## config.mk

```make
export PLATFORM = sky130hd
export DESIGN_NAME = zone_irrigation_scheduler_flat
export DESIGN_NICKNAME = d
export VERILOG_FILES = /design/src/rtl/zone_irrigation_scheduler_if.sv /design/src/rtl/zone_irrigation_scheduler.sv /design/src/flat_wrapper.sv
export SDC_FILE = /design/constraint.sdc
export NUM_CORES = 1
export LEC_CHECK = 0
export BUFFER_PORTS_ARGS = -buffer_cell sky130_fd_sc_hd__clkbuf_2
export CAP_MARGIN = 20
export CORE_ASPECT_RATIO = 0.6
export CORE_MARGIN = 2
export CORE_UTILIZATION = 35
export CTS_BUF_LIST = sky130_fd_sc_hd__clkbuf_8
export DETAILED_ROUTE_END_ITERATION = 6
export MAX_ROUTING_LAYER = met4
export PLACE_DENSITY = 0.64
export SYNTH_ARGS = -nofsm -noshare
export SYNTH_HDL_FRONTEND = slang
export SYNTH_SLANG_ARGS = --single-unit
```

## constraint.sdc

```tcl
create_clock -name clock -period 4.1 [get_ports clock]
set_clock_uncertainty 0.05 [all_clocks]
set_input_delay 0.205 -clock clock [delete_from_list [all_inputs] [get_ports clock]]
set_output_delay 0.205 -clock clock [all_outputs]
set_load 0.005 [all_outputs]
```

## src/rtl/zone_irrigation_scheduler_if.sv

```systemverilog
// Sensor, configuration and status bundle of the multi-zone irrigation scheduler.
// The tick strobe is a plain one-cycle enable and is not a valid/ready handshake.
interface zone_irrigation_scheduler_if #(
  parameter int ZONES     = 4,
  parameter int DUR_WIDTH = 6
);
  localparam int ZW = $clog2(ZONES);

  logic                 tick;
  logic                 enable;
  logic                 low_water_level;
  logic                 mid_water_level;
  logic                 high_water_level;
  logic [ZONES-1:0]     earth_humidity;
  logic                 air_humidity;
  logic                 low_temperature;
  logic [DUR_WIDTH-1:0] duration;

  logic [ZONES-1:0]     zone_valvule;
  logic                 splinker_bomb;
  logic                 dripper_valvule;
  logic                 water_supply_valvule;
  logic                 alarm;
  logic                 conflicting_values;
  logic [ZW-1:0]        active_zone;
  logic [DUR_WIDTH-1:0] remaining;
  logic                 busy;
  logic [1:0]           fsm_state;

  modport master (
    output tick, enable, low_water_level, mid_water_level, high_water_level,
           earth_humidity, air_humidity, low_temperature, duration,
    input  zone_valvule, splinker_bomb, dripper_valvule, water_supply_valvule,
           alarm, conflicting_values, active_zone, remaining, busy, fsm_state
  );

  modport slave (
    input  tick, enable, low_water_level, mid_water_level, high_water_level,
           earth_humidity, air_humidity, low_temperature, duration,
    output zone_valvule, splinker_bomb, dripper_valvule, water_supply_valvule,
           alarm, conflicting_values, active_zone, remaining, busy, fsm_state
  );
endinterface

```

## src/rtl/zone_irrigation_scheduler.sv

```systemverilog
// Round-robin multi-zone irrigation scheduler with water-level validation and
// a hysteretic refill valve. All outputs come straight from registers.
module zone_irrigation_scheduler #(
  parameter int ZONES     = 4,
  parameter int DUR_WIDTH = 6
) (
  input logic                  clock,
  input logic                  reset,
  zone_irrigation_scheduler_if.slave bus
);
  localparam int ZW = $clog2(ZONES);

  localparam logic [1:0] IDLE     = 2'd0;
  localparam logic [1:0] SCAN     = 2'd1;
  localparam logic [1:0] IRRIGATE = 2'd2;
  localparam logic [1:0] HOLD     = 2'd3;

  logic [1:0]           state, state_n;
  logic [ZW-1:0]        zone, zone_n, zone_inc;
  logic [DUR_WIDTH-1:0] remaining, remaining_n;
  logic                 mode_spr, mode_spr_n;
  logic                 conflict, water_ok, zone_humid;
  logic                 conflict_q, alarm_q, supply_q;
  logic [ZONES-1:0]     valves_q;
  logic                 spr_q, drip_q, busy_q;

  assign conflict   = (bus.high_water_level & ~bus.mid_water_level) |
                      (bus.mid_water_level & ~bus.low_water_level);
  assign water_ok   = bus.low_water_level & ~conflict;
  assign zone_humid = bus.earth_humidity[zone];
  assign zone_inc   = (zone == ZW'(ZONES - 1)) ? '0 : zone + ZW'(1);

  // Priority: enable low, then water loss, then zone end, then tick decrement.
  always_comb begin
    state_n     = state;
    zone_n      = zone;
    remaining_n = remaining;
    mode_spr_n  = mode_spr;
    if (!bus.enable) begin
      state_n     = IDLE;
      remaining_n = '0;
    end else begin
      case (state)
        IDLE: state_n = SCAN;
        SCAN: begin
          if (!zone_humid && bus.duration != '0 && water_ok) begin
            state_n     = IRRIGATE;
            remaining_n = bus.duration;
            mode_spr_n  = ~bus.air_humidity & ~bus.low_temperature & bus.mid_water_level;
          end else begin
            zone_n = zone_inc;
          end
        end
        IRRIGATE: begin
          if (!water_ok) begin
            state_n = HOLD;
          end else if (zone_humid || (bus.tick && remaining == DUR_WIDTH'(1))) begin
            state_n     = SCAN;
            remaining_n = '0;
            zone_n      = zone_inc;
          end else if (bus.tick) begin
            remaining_n = remaining - DUR_WIDTH'(1);
          end
        end
        HOLD: begin
          if (zone_humid) begin
            state_n     = SCAN;
            remaining_n = '0;
            zone_n      = zone_inc;
          end else if (water_ok) begin
            state_n = IRRIGATE;
          end
        end
        default: state_n = IDLE;
      endcase
    end
  end

  always_ff @(posedge clock or posedge reset) begin
    if (reset) begin
      state      <= IDLE;
      zone       <= '0;
      remaining  <= '0;
      mode_spr   <= 1'b0;
      conflict_q <= 1'b0;
      alarm_q    <= 1'b0;
      supply_q   <= 1'b0;
      valves_q   <= '0;
      spr_q      <= 1'b0;
      drip_q     <= 1'b0;
      busy_q     <= 1'b0;
    end else begin
      state      <= state_n;
      zone       <= zone_n;
      remaining  <= remaining_n;
      mode_spr   <= mode_spr_n;
      conflict_q <= conflict;
      alarm_q    <= conflict | ~bus.mid_water_level;
      // Refill hysteresis: open below mid, close at high; hold in between.
      if (~bus.mid_water_level & ~conflict)
        supply_q <= 1'b1;
      else if (bus.high_water_level | conflict)
        supply_q <= 1'b0;
      valves_q <= (state_n == IRRIGATE) ? (ZONES'(1) << zone_n) : '0;
      spr_q    <= (state_n == IRRIGATE) &&  mode_spr_n;
      drip_q   <= (state_n == IRRIGATE) && !mode_spr_n;
      busy_q   <= (state_n == IRRIGATE) || (state_n == HOLD);
    end
  end

  assign bus.zone_valvule         = valves_q;
  assign bus.splinker_bomb        = spr_q;
  assign bus.dripper_valvule      = drip_q;
  assign bus.water_supply_valvule = supply_q;
  assign bus.alarm                = alarm_q;
  assign bus.conflicting_values   = conflict_q;
  assign bus.active_zone          = zone;
  assign bus.remaining            = remaining;
  assign bus.busy                 = busy_q;
  assign bus.fsm_state            = state;
endmodule
```

## src/flat_wrapper.sv

```systemverilog
// flat-port wrapper written by rule: the top's interface ports become plain ports
module zone_irrigation_scheduler_flat 
#(
  parameter int ZONES     = 4,
  parameter int DUR_WIDTH = 6
)
  (clock, reset, bus_tick, bus_enable, bus_low_water_level, bus_mid_water_level, bus_high_water_level, bus_earth_humidity, bus_air_humidity, bus_low_temperature, bus_duration, bus_zone_valvule, bus_splinker_bomb, bus_dripper_valvule, bus_water_supply_valvule, bus_alarm, bus_conflicting_values, bus_active_zone, bus_remaining, bus_busy, bus_fsm_state);
  zone_irrigation_scheduler_if #(.ZONES(ZONES), .DUR_WIDTH(DUR_WIDTH)) bus_i ();
  input logic clock;
  input logic reset;
  input wire logic [$bits(bus_i.tick)-1:0] bus_tick;
  input wire logic [$bits(bus_i.enable)-1:0] bus_enable;
  input wire logic [$bits(bus_i.low_water_level)-1:0] bus_low_water_level;
  input wire logic [$bits(bus_i.mid_water_level)-1:0] bus_mid_water_level;
  input wire logic [$bits(bus_i.high_water_level)-1:0] bus_high_water_level;
  input wire logic [$bits(bus_i.earth_humidity)-1:0] bus_earth_humidity;
  input wire logic [$bits(bus_i.air_humidity)-1:0] bus_air_humidity;
  input wire logic [$bits(bus_i.low_temperature)-1:0] bus_low_temperature;
  input wire logic [$bits(bus_i.duration)-1:0] bus_duration;
  output wire logic [$bits(bus_i.zone_valvule)-1:0] bus_zone_valvule;
  output wire logic [$bits(bus_i.splinker_bomb)-1:0] bus_splinker_bomb;
  output wire logic [$bits(bus_i.dripper_valvule)-1:0] bus_dripper_valvule;
  output wire logic [$bits(bus_i.water_supply_valvule)-1:0] bus_water_supply_valvule;
  output wire logic [$bits(bus_i.alarm)-1:0] bus_alarm;
  output wire logic [$bits(bus_i.conflicting_values)-1:0] bus_conflicting_values;
  output wire logic [$bits(bus_i.active_zone)-1:0] bus_active_zone;
  output wire logic [$bits(bus_i.remaining)-1:0] bus_remaining;
  output wire logic [$bits(bus_i.busy)-1:0] bus_busy;
  output wire logic [$bits(bus_i.fsm_state)-1:0] bus_fsm_state;
  assign bus_i.tick = bus_tick;
  assign bus_i.enable = bus_enable;
  assign bus_i.low_water_level = bus_low_water_level;
  assign bus_i.mid_water_level = bus_mid_water_level;
  assign bus_i.high_water_level = bus_high_water_level;
  assign bus_i.earth_humidity = bus_earth_humidity;
  assign bus_i.air_humidity = bus_air_humidity;
  assign bus_i.low_temperature = bus_low_temperature;
  assign bus_i.duration = bus_duration;
  assign bus_zone_valvule = bus_i.zone_valvule;
  assign bus_splinker_bomb = bus_i.splinker_bomb;
  assign bus_dripper_valvule = bus_i.dripper_valvule;
  assign bus_water_supply_valvule = bus_i.water_supply_valvule;
  assign bus_alarm = bus_i.alarm;
  assign bus_conflicting_values = bus_i.conflicting_values;
  assign bus_active_zone = bus_i.active_zone;
  assign bus_remaining = bus_i.remaining;
  assign bus_busy = bus_i.busy;
  assign bus_fsm_state = bus_i.fsm_state;
  zone_irrigation_scheduler #(.ZONES(ZONES), .DUR_WIDTH(DUR_WIDTH)) u_core (.clock(clock), .reset(reset), .bus(bus_i));
endmodule
```

Yosys cells after proc, flatten, opt, wreduce, memory -nomap -nowiden
Index checks and enable logic that the tools add are counted.
{"block": "word_totals", "register_bits": 21, "in_bits": 19, "out_inout_bits": 20, "elab_cells": 83}
{"block": "op_classes", "addsub": 2, "order_cmp": 1, "n_eq_ne": 12, "n_shift": 1, "muxes": 29, "bitwise_logic": 14, "reduce_logical": 13}
{"op": "$mux W6", "n": 6}
{"op": "$mux W2", "n": 12}
{"op": "$pmux W6 S3", "n": 1}
{"op": "$eq A2 B2 Y1 const B", "n": 5}
{"op": "$ne A3 B2 Y1 const B", "n": 3}
{"op": "$pmux W2 S4", "n": 1}
{"op": "$and A1 B1 Y1", "n": 6}
{"op": "$eq A6 B1 Y1 const B", "n": 1}
{"op": "$mux W1", "n": 6}
{"op": "$pmux W2 S3", "n": 1}
{"op": "$reduce_bool A6 Y1", "n": 1}
{"op": "$sub A6 B1 Y6 const B", "n": 1}
{"op": "$logic_and A1 B1 Y1", "n": 5}
{"op": "$not A1 Y1", "n": 5}
{"op": "$reduce_and A5 Y1", "n": 1}
{"op": "$mux W4", "n": 1}
{"op": "$ne A4 B1 Y1 const B", "n": 1}
{"op": "$ne A4 B3 Y1 const B", "n": 1}
{"op": "$shl A1 B2 Y4 const A", "n": 1}
{"op": "$lt A2 B3 Y1 const B", "n": 1}
{"op": "$or A1 B1 Y1", "n": 3}
{"op": "$add A2 B1 Y2 const B", "n": 1}
{"op": "$bmux W1 S2", "n": 1}
{"op": "$eq A2 B1 Y1 const B", "n": 1}
{"op": "other kinds (4)", "n": 6}

Logic depth before layout (Yosys ltp)
Gate-level depths: netlist of run 1.
{"block": "logic_depth", "ltp_word": 11, "mapped_depth": 7, "mapped_depth_nobuf": 7}

Worst setup path before layout of run 1
Ideal clock, no wire load.
{"block": "synth_timing", "path_type": "flip-flop to flip-flop", "start": "register u_core.zone[0], in the netlist u_core.bus.active_zone[0]", "end": "register u_core.zone[0], in the netlist u_core.bus.active_zone[0]", "setup_ns": 0.128, "arrival_time_ns": 1.948, "required_ns": 3.922, "slack_ns": 1.974, "stages_incl_launch_ff": 6, "n_path_buf": 0, "period_less_slack_ns": 2.126, "path_cell_list": "dfrtp_1 > mux4_2 > nand3b_4 > o2111ai_1 > o41a_1 > mux2_1"}
{"block": "synth_between", "elab_chain_cells": 8, "elab_cells_between_ends": 15, "classes_between": "1 x add/sub; 1 x eq/ne; 9 x mux; 4 x reduce/logical"}
{"item": "start, declared", "line_no": "zone_irrigation_scheduler.sv:19", "rtl": "logic [ZW-1:0] zone, zone_n, zone_inc;"}
{"item": "start signal, assigned", "line_no": "zone_irrigation_scheduler.sv:94", "rtl": "zone <= zone_n;"}
{"item": "$bmux W1 S2", "line_no": "zone_irrigation_scheduler.sv:30", "rtl": "assign zone_humid = bus.earth_humidity[zone];"}
{"item": "$mux W1 (not written as such)", "line_no": "zone_irrigation_scheduler.sv:30"}
{"item": "$logic_not A1 Y1", "line_no": "zone_irrigation_scheduler.sv:46", "rtl": "if (!zone_humid && bus.duration != '0 && water_ok) begin"}
{"item": "$logic_and A1 B1 Y1 (2 in a row)", "line_no": "zone_irrigation_scheduler.sv:46"}
{"item": "$mux W2", "line_no": "zone_irrigation_scheduler.sv:46"}
{"item": "$pmux W2 S3", "line_no": "zone_irrigation_scheduler.sv:43", "rtl": "case (state)"}
{"item": "$mux W2 *", "line_no": "zone_irrigation_scheduler.sv:39", "rtl": "if (!bus.enable) begin"}
{"item": "named net u_core.zone_n[0]", "line_no": "zone_irrigation_scheduler.sv:19"}
Mark *: on every way through the listed nets, which the timed path passes. The rest lies on a longest branch. The select of a mux whose other input is x is not followed.
A chain may end at the register's enable or synchronous reset.

Worst setup path in the final report of run 1
{"block": "layout_timing", "start": "register u_core.zone[0], in the netlist u_core.bus.active_zone[0]", "end": "register u_core.remaining[3], in the netlist u_core.bus.remaining[3]"}
{"block": "layout_between", "elab_chain_cells": 7, "elab_cells_between_ends": 14, "classes_between": "3 x eq/ne; 6 x mux; 5 x reduce/logical"}
{"item": "$bmux W1 S2 *", "line_no": "zone_irrigation_scheduler.sv:30"}
{"item": "$mux W1 (not written as such) *", "line_no": "zone_irrigation_scheduler.sv:30"}
{"item": "$logic_or A1 B1 Y1 / $logic_not A1 Y1 (equally long branches)", "line_no": "zone_irrigation_scheduler.sv:57, zone_irrigation_scheduler.sv:46"}
{"item": "$mux W6 / $logic_and A1 B1 Y1 (equally long branches)", "line_no": "zone_irrigation_scheduler.sv:57, zone_irrigation_scheduler.sv:46"}
{"item": "$mux W6 / $logic_and A1 B1 Y1 (equally long branches)", "line_no": "zone_irrigation_scheduler.sv:55, zone_irrigation_scheduler.sv:46"}
{"item": "$pmux W6 S3 / $ne A3 B2 Y1 (equally long branches)"}
{"item": "$mux W6 / $reduce_and A5 Y1 (equally long branches)"}
{"item": "end signal, assigned", "line_no": "zone_irrigation_scheduler.sv:95", "rtl": "remaining <= remaining_n;"}
{"item": "end, declared", "line_no": "zone_irrigation_scheduler.sv:20", "rtl": "logic [DUR_WIDTH-1:0] remaining, remaining_n;"}
Every way passes the cells marked *; elsewhere a longest branch is shown, timed or not. The select of a mux whose other input is x is not followed.

==> results_dict.tcl, run 1 <==
set metrics [dict create \
    synth_compound_area_share_pct 20.3 \
    synthSimpleGateAreaFrac_pct 21.1 \
    hpwl_mm 2.05 \
    reg2reg_depth 4 \
    synth_area_mm2 0.00124 \
    cap_violations 0 \
    busiest_layer "met2" \
    slew_headroom_pct 37.9 \
    synth_top_family_by_area "simple AND/OR/NAND/NOR gates" \
    first_global_vias 919 \
    cts_tree "yes" \
    hp-class "primary input to async pin" \
    drt-total-wl_mm 2.65 \
    finalSetupViolations 0 \
    cp-end-kind "flop" \
    drt-pass1-iter-count 4 \
    syn_area_per_cell_um2 11.3 \
    clock_path_buffers 2 \
    dp_cells 189 \
    crit_fanout 12 \
    synth_xor_area_share_pct 1.41 \
    start_util_pct 37.3 \
    synth-async-reset-ratio_pct 100 \
    first_iter_violations 33 \
    required_ps 4210 \
    drive_above_1_share_pct 40.5 \
    grt_use_met2_pct 20.9 \
    grt_overflow 0 \
    ctsResizeCount 0 \
    grt.met3_usage_pct 4.76 \
    cts_setup_buffers 0 \
    ant_nets 0 \
    area_growth_syn_to_layout_pct 18.9 \
    powerDensity_mw_per_mm2 416 \
    ys_ff_latch 21 \
    num_vias 981 \
    gr-usage-met1_pct 20.4 \
    coreArea_mm2 0.00332 \
    vias_per_cell 5.08 \
    fin_crit_ps 2560 \
    routedWlPerCell_um 13.7 \
    portBuffers 38 \
    die_x_um 80.8 \
    grt_start_max_net_pins 22 \
    grt_pass1_wl_mm 4.40 \
    worstSetupPathType "flop to flop" \
    r2r_slack_ps 1540 \
    synth_adder_area_share_pct 3.03 \
    cts-hold-fix-buffers 0 \
    seq_area_frac_synth_pct 42.4 \
    slew_viol_final 0 \
    syn-num-nets 132 \
    worst_slew_pin_slew_ps 930 \
    dominantRegCellSynth "dfrtp_1" \
    chipHeight_um 50.1 \
    htreeDepth 1 \
    fmax_ghz 0.391 \
    antenna_found_initial 0 \
    hold_violations 0 \
    syn_inst 110 \
    leakage_uw 0.000692 \
    clkSinkCount 21 \
    critPathLaunchType "flop" \
    final_nets 171 \
    clk-insertion-delay-late_ps 260 \
    timing.rr.start "u_core.bus.active_zone[0]$_DFF_PP0_" \
    ir_drop_mv 0.165 \
    yosys_warnings 0 \
    rsz0062_at_grt "no" \
    outcome "completed" \
    timing.rr.end "u_core.bus.remaining[3]$_DFFE_PP0P_" \
    drc 0 \
    place_congestion 0.861 \
    num_antenna_cells 0 \
    num_io_pins 39 \
    muxShareOfSynthArea_pct 4.85 \
    rows 16 \
    grt_use_total_pct 14.9 \
    ys_types 44 \
    synth_edf_count 0 \
    path_clk_slew_ps 80 \
    post-route-period-util_pct 62.4 \
    cts_inserted_buffers 3 \
    critPathArrivalTime_ps 2670 \
    tns_ps 0 \
    fin_cells 193 \
    cts_root_buffer "clkbuf_8" \
    dieArea_mm2 0.00405 \
]
-- report_power, final --
| group | internal [µW] | total [µW] | leakage, µW | switching [µW] |
|---|---|---|---|---|
| clock network | 67.7 | 136 | 0.0000255 | 68.2 |
| registers | 233 | 275 | 0.000278 | 42.3 |
| logic | 105 | 201 | 0.000389 | 96.2 |
| total | 406 | 612 | 0.000692 | 207 |
-- final cells by class --
cell class / count / area [µm²]
timing repair buffer: 38 / 190
sequential: 21 / 526
fill: 355 / 1850
inverter: 7 / 26.3
multi-input combinational: 78 / 628
tap: 45 / 56.3
clock buffer: 3 / 41.3
clock inverter: 1 / 5.00
-- cells in the mapped netlist, types with 2 or more instances --
master	count	share of area (%)
a211oi_1	4	2.4
a21oi_1	5	2.0
a221oi_1	2	1.4
a31o_1	2	1.4
and3_1	2	1.0
clkbuf_8	2	2.2
dfrtp_1	21	42
ha_1	3	3.0
inv_1	7	2.1
mux2_1	2	1.8
nand2_1	4	1.2
nand2b_1	2	1.0
nand3_1	2	0.81
nor2_1	9	2.7
nor2_2	4	2.0
nor3_1	4	1.6
nor3b_1	3	1.8
o2111ai_1	2	1.4
o21ai_1	3	1.2
o2bb2ai_1	2	1.4
xnor2_1	2	1.4
-- stage by stage --
| stage | setup slack, ps | hold slack, ps | instance area (µm²) | util, % | power (µW) |
|---|---|---|---|---|---|
| 6_report | 1540 | 10.4 | 1470 | 44.3 | 612 |
| 2_1_floorplan | 1970 | 132 | 1240 | - | 427 |
| 4_1_cts | 1510 | 38.6 | 1470 | 44.3 | 621 |
| 3_3_place_gp | 1650 | 320 | 1430 | 42.9 | 474 |
| 5_1_grt | 1390 | 48.3 | 1470 | 44.3 | 658 |
| 3_5_place_dp | 1550 | 321 | 1430 | 42.9 | 482 |
-- cell families (layout without fill, tap and decap cells) --
family                     count (synthesis)  in the layout
muxes                                      4              4
DFF                                       21             21
xor gates and xnor gates                   2              2
and+or+nand+nor                           39             39
AOI/OAI and AO/OA                         30             30
adders and majority gates                  3              3
buffers and inverters                     11             49
-- how the worst max path moves through the flow --
stage | startpoint | to | slack (ps) | depth (start not counted)
after global placement | u_core.bus.active_zone[0]$_DFF_PP0_ | u_core.bus.remaining[2]$_DFFE_PP0P_ | 1650 | 4
after global routing | u_core.bus.active_zone[0]$_DFF_PP0_ | u_core.bus.remaining[3]$_DFFE_PP0P_ | 1390 | 4
final | u_core.bus.active_zone[0]$_DFF_PP0_ | u_core.bus.remaining[3]$_DFFE_PP0P_ | 1540 | 4
after floorplan | u_core.bus.active_zone[0]$_DFF_PP0_ | u_core.bus.active_zone[0]$_DFF_PP0_ | 1970 | 5
after CTS | u_core.bus.active_zone[0]$_DFF_PP0_ | u_core.bus.remaining[3]$_DFFE_PP0P_ | 1510 | 4
after detailed placement | u_core.bus.active_zone[0]$_DFF_PP0_ | u_core.bus.remaining[3]$_DFFE_PP0P_ | 1550 | 4
-- routing by layer --
layer  routed length [µm]  share of wire (%)
met3                  127                4.8
met2                 1120                 42
met4                   31                1.2
met1                 1370                 52
met5                    0                  0
-- cells in the final DEF (no fill, tap or decap), drive strengths merged, types with 2 or more instances in the layout --
cell / n
a211oi: 4
nand3: 2
and3: 2
ha: 3
nand2b: 2
nor3: 4
mux2: 3
nor3b: 3
nand2: 4
clkbuf: 41
o21ai: 4
xnor2: 2
o2111ai: 2
a221oi: 2
a21oi: 6
o2bb2ai: 2
nor2: 13
or4: 2
inv: 7
dfrtp: 21
a31o: 3
-- sequential cells by signal (all words and copies together), names as in the netlist --
name                             cells
u_core.bus.remaining                 6
u_core.bus.active_zone               2
u_core.bus.alarm                     1
u_core.bus.water_supply_valvule      1
u_core.bus.conflicting_values        1
u_core.mode_spr                      1
u_core.bus.fsm_state                 2
u_core.bus.busy                      1
u_core.bus.zone_valvule              4
u_core.bus.splinker_bomb             1
u_core.bus.dripper_valvule           1
-- worst max-delay path, stage by stage, from the launching register on --
cell	delay, ps
dfrtp_1	500
mux4_2	640
o311ai_2	850
o21ai_1	150
a31o_1	250
Note: power is estimated with default switching activity, not from simulation.
==> run 2: changes to the inputs <==
--- a/config.mk
+++ b/config.mk
@@ -13,7 +13,7 @@
 export CTS_BUF_LIST = sky130_fd_sc_hd__clkbuf_8
 export DETAILED_ROUTE_END_ITERATION = 6
 export MAX_ROUTING_LAYER = met4
-export PLACE_DENSITY = 0.64
+export PLACE_DENSITY = 0.67
 export SYNTH_ARGS = -nofsm -noshare
 export SYNTH_HDL_FRONTEND = slang
 export SYNTH_SLANG_ARGS = --single-unit
==> constraint.sdc (replaced) <==
create_clock -name clock -period 2.35 [get_ports clock]
set_clock_uncertainty 0.05 [all_clocks]
set_input_delay 0.1175 -clock clock [delete_from_list [all_inputs] [get_ports clock]]
set_output_delay 0.1175 -clock clock [all_outputs]
set_load 0.005 [all_outputs]
==> results_dict.tcl, run 2 (synthesis gave the netlist of run 1 again) <==
set metrics [dict create \
    outcome "completed" \
    grt_use_total_pct 16.3 \
    switchingPower_uw 375 \
    p_int_uw 732 \
    max_flop_register "u_core.bus.remaining" \
    critPathLaunchType "flop" \
    cts_inserted_buffers 3 \
    cts_root_buffer "clkbuf_8" \
    start_util_pct 37.3 \
    r2r_slack_ps 240 \
    hold_violations 0 \
    portBuffers 38 \
    timing.rr.end "u_core.bus.active_zone[1]$_DFF_PP0_" \
    cap_violations 0 \
    first_iter_violations 96 \
    fin_ws_ps 238 \
    leakage_uw 0.000731 \
    place_area_mm2 0.00147 \
    comb_power_share_pct 36.5 \
    pwr-share-clk_pct 21.5 \
    hp-class "primary input to flop" \
    whs_ps 11.1 \
    drt-pass1-iter-count 4 \
    ant_nets 0 \
    slew_headroom_pct 45.1 \
    worstPathCellList "mux4_2 -> nand3b_4 -> o2111ai_1 -> o41a_1 -> mux2_1" \
    num_antenna_cells 0 \
    antenna_found_initial 0 \
    holdPathEnd "u_core.bus.water_supply_valvule$_DFFE_PP0P_" \
    cp_slowest_cell "mux4_2" \
    drt-total-wl_mm 2.83 \
    cts_tree "yes" \
    fmax_ghz 0.474 \
    power_frac_seq_pct 42.0 \
    coreArea_mm2 0.00332 \
    rows 16 \
    final_nets 179 \
    reg2reg_depth 5 \
    final_cell_mix "clkbuf_2, dfrtp_1, nor2_1, inv_1, buf_4" \
    post-route-period-util_pct 89.9 \
    fin_crit_ps 2110 \
    dp_cells 195 \
    powerDensity_mw_per_mm2 720 \
    final_cell_area_mm2 0.00154 \
    timing.rr.start "u_core.bus.active_zone[0]$_DFF_PP0_" \
    htreeDepth 1 \
    routedWlPerCell_um 14.1 \
    pre_cts_ws_ps 222 \
    num_vias 1035 \
    cp-end-kind "flop" \
    rsz0062_at_grt "no" \
    path_buf_inv 0 \
    worstSetupPathType "flop to flop" \
    num_io_pins 39 \
    hold_depth 2 \
    die_x_um 80.8 \
    critPathArrivalTime_ps 2210 \
    worst-path-stages 5 \
    dieArea_mm2 0.00405 \
    vias_per_cell 5.15 \
    place_congestion 0.880 \
    fin_cells 201 \
    area_growth_syn_to_layout_pct 24.1 \
    largest_reg_flops 6 \
    finalSetupViolations 0 \
    ctsResizeCount 0 \
    grt_start_max_net_pins 22 \
    crit_fanout 7 \
    worst_slew_pin_slew_ps 822 \
    tns_ps 0 \
    ir_drop_mv 0.457 \
    crit_path_max_incr_delay_ps 610 \
    hp-start "bus_mid_water_level" \
    path_clk_slew_ps 80 \
    drive_above_1_share_pct 42.3 \
    required_ps 2450 \
    cp_top_family "multiplexers" \
    cts_setup_buffers 0 \
    slew_viol_final 0 \
    layout_commonest_cell "clkbuf_2" \
    chipHeight_um 50.1 \
    clk-insertion-delay-late_ps 260 \
    clkSinkCount 21 \
    switching_share_pct 33.9 \
    grt_overflow 0 \
    clock_path_buffers 2 \
    first_global_vias 1022 \
    fillers 349 \
    hpwl_mm 2.16 \
    grt_pass1_wl_mm 4.86 \
    drc 0 \
]
## run 2: stage by stage
step	total power, µW	util (%)
after floorplan	745	-
after global placement	854	44.3
after detailed placement	873	44.3
after CTS	1120	46.3
after global routing	1190	46.3
final	1110	46.3
## run 2: worst max path at each step
stage	to	slack, ps	start
after floorplan	u_core.bus.active_zone[0]$_DFF_PP0_	220	u_core.bus.active_zone[0]$_DFF_PP0_
after global placement	u_core.bus.remaining[2]$_DFFE_PP0P_	320	u_core.bus.active_zone[0]$_DFF_PP0_
after detailed placement	u_core.bus.active_zone[0]$_DFF_PP0_	220	u_core.bus.active_zone[0]$_DFF_PP0_
after CTS	u_core.bus.active_zone[0]$_DFF_PP0_	210	u_core.bus.active_zone[0]$_DFF_PP0_
after global routing	u_core.bus.active_zone[0]$_DFF_PP0_	100	u_core.bus.active_zone[0]$_DFF_PP0_
final	u_core.bus.active_zone[1]$_DFF_PP0_	240	u_core.bus.active_zone[0]$_DFF_PP0_
## run 2: layer usage
| layer | part of all wire (%) | wire (µm) | GRT usage (%) | vias up |
|---|---|---|---|---|
| li1 | - | - | - | 500 |
| met3 | 6.0 | 170 | 5.31 | 2 |
| met4 | 0.67 | 19 | 3.95 | 0 |
| met5 | 0 | 0 | - | - |
| met1 | 50 | 1410 | 23.0 | 505 |
| met2 | 44 | 1240 | 22.5 | 28 |
## run 2: area by class of cell
type	count	area (µm²)	area share, %
inverter	7	26.3	1.71
clock buffer	3	41.3	2.69
sequential	21	526	34.2
clock inverter	1	5.00	0.325
timing repair buffer	46	255	16.6
multi-input combinational	78	628	40.8
tap	45	56.3	3.66
## run 2: power groups by stage
stage                     clock (µW)  combinational (µW)  sequential [µW]
after floorplan                    0                 271              474
after global placement             0                 387              467
after detailed placement           0                 401              472
after CTS                        249                 406              465
after global routing             265                 449              473
final                            238                 404              465
## run 2: what timing repair did
| item | 4_1_cts | 5_1_grt |
|---|---|---|
| hold buffers | 2 | 0 |
| setup endpoints to repair | 0 | 0 |
| endpoints found under the hold margin | 22 | 0 |
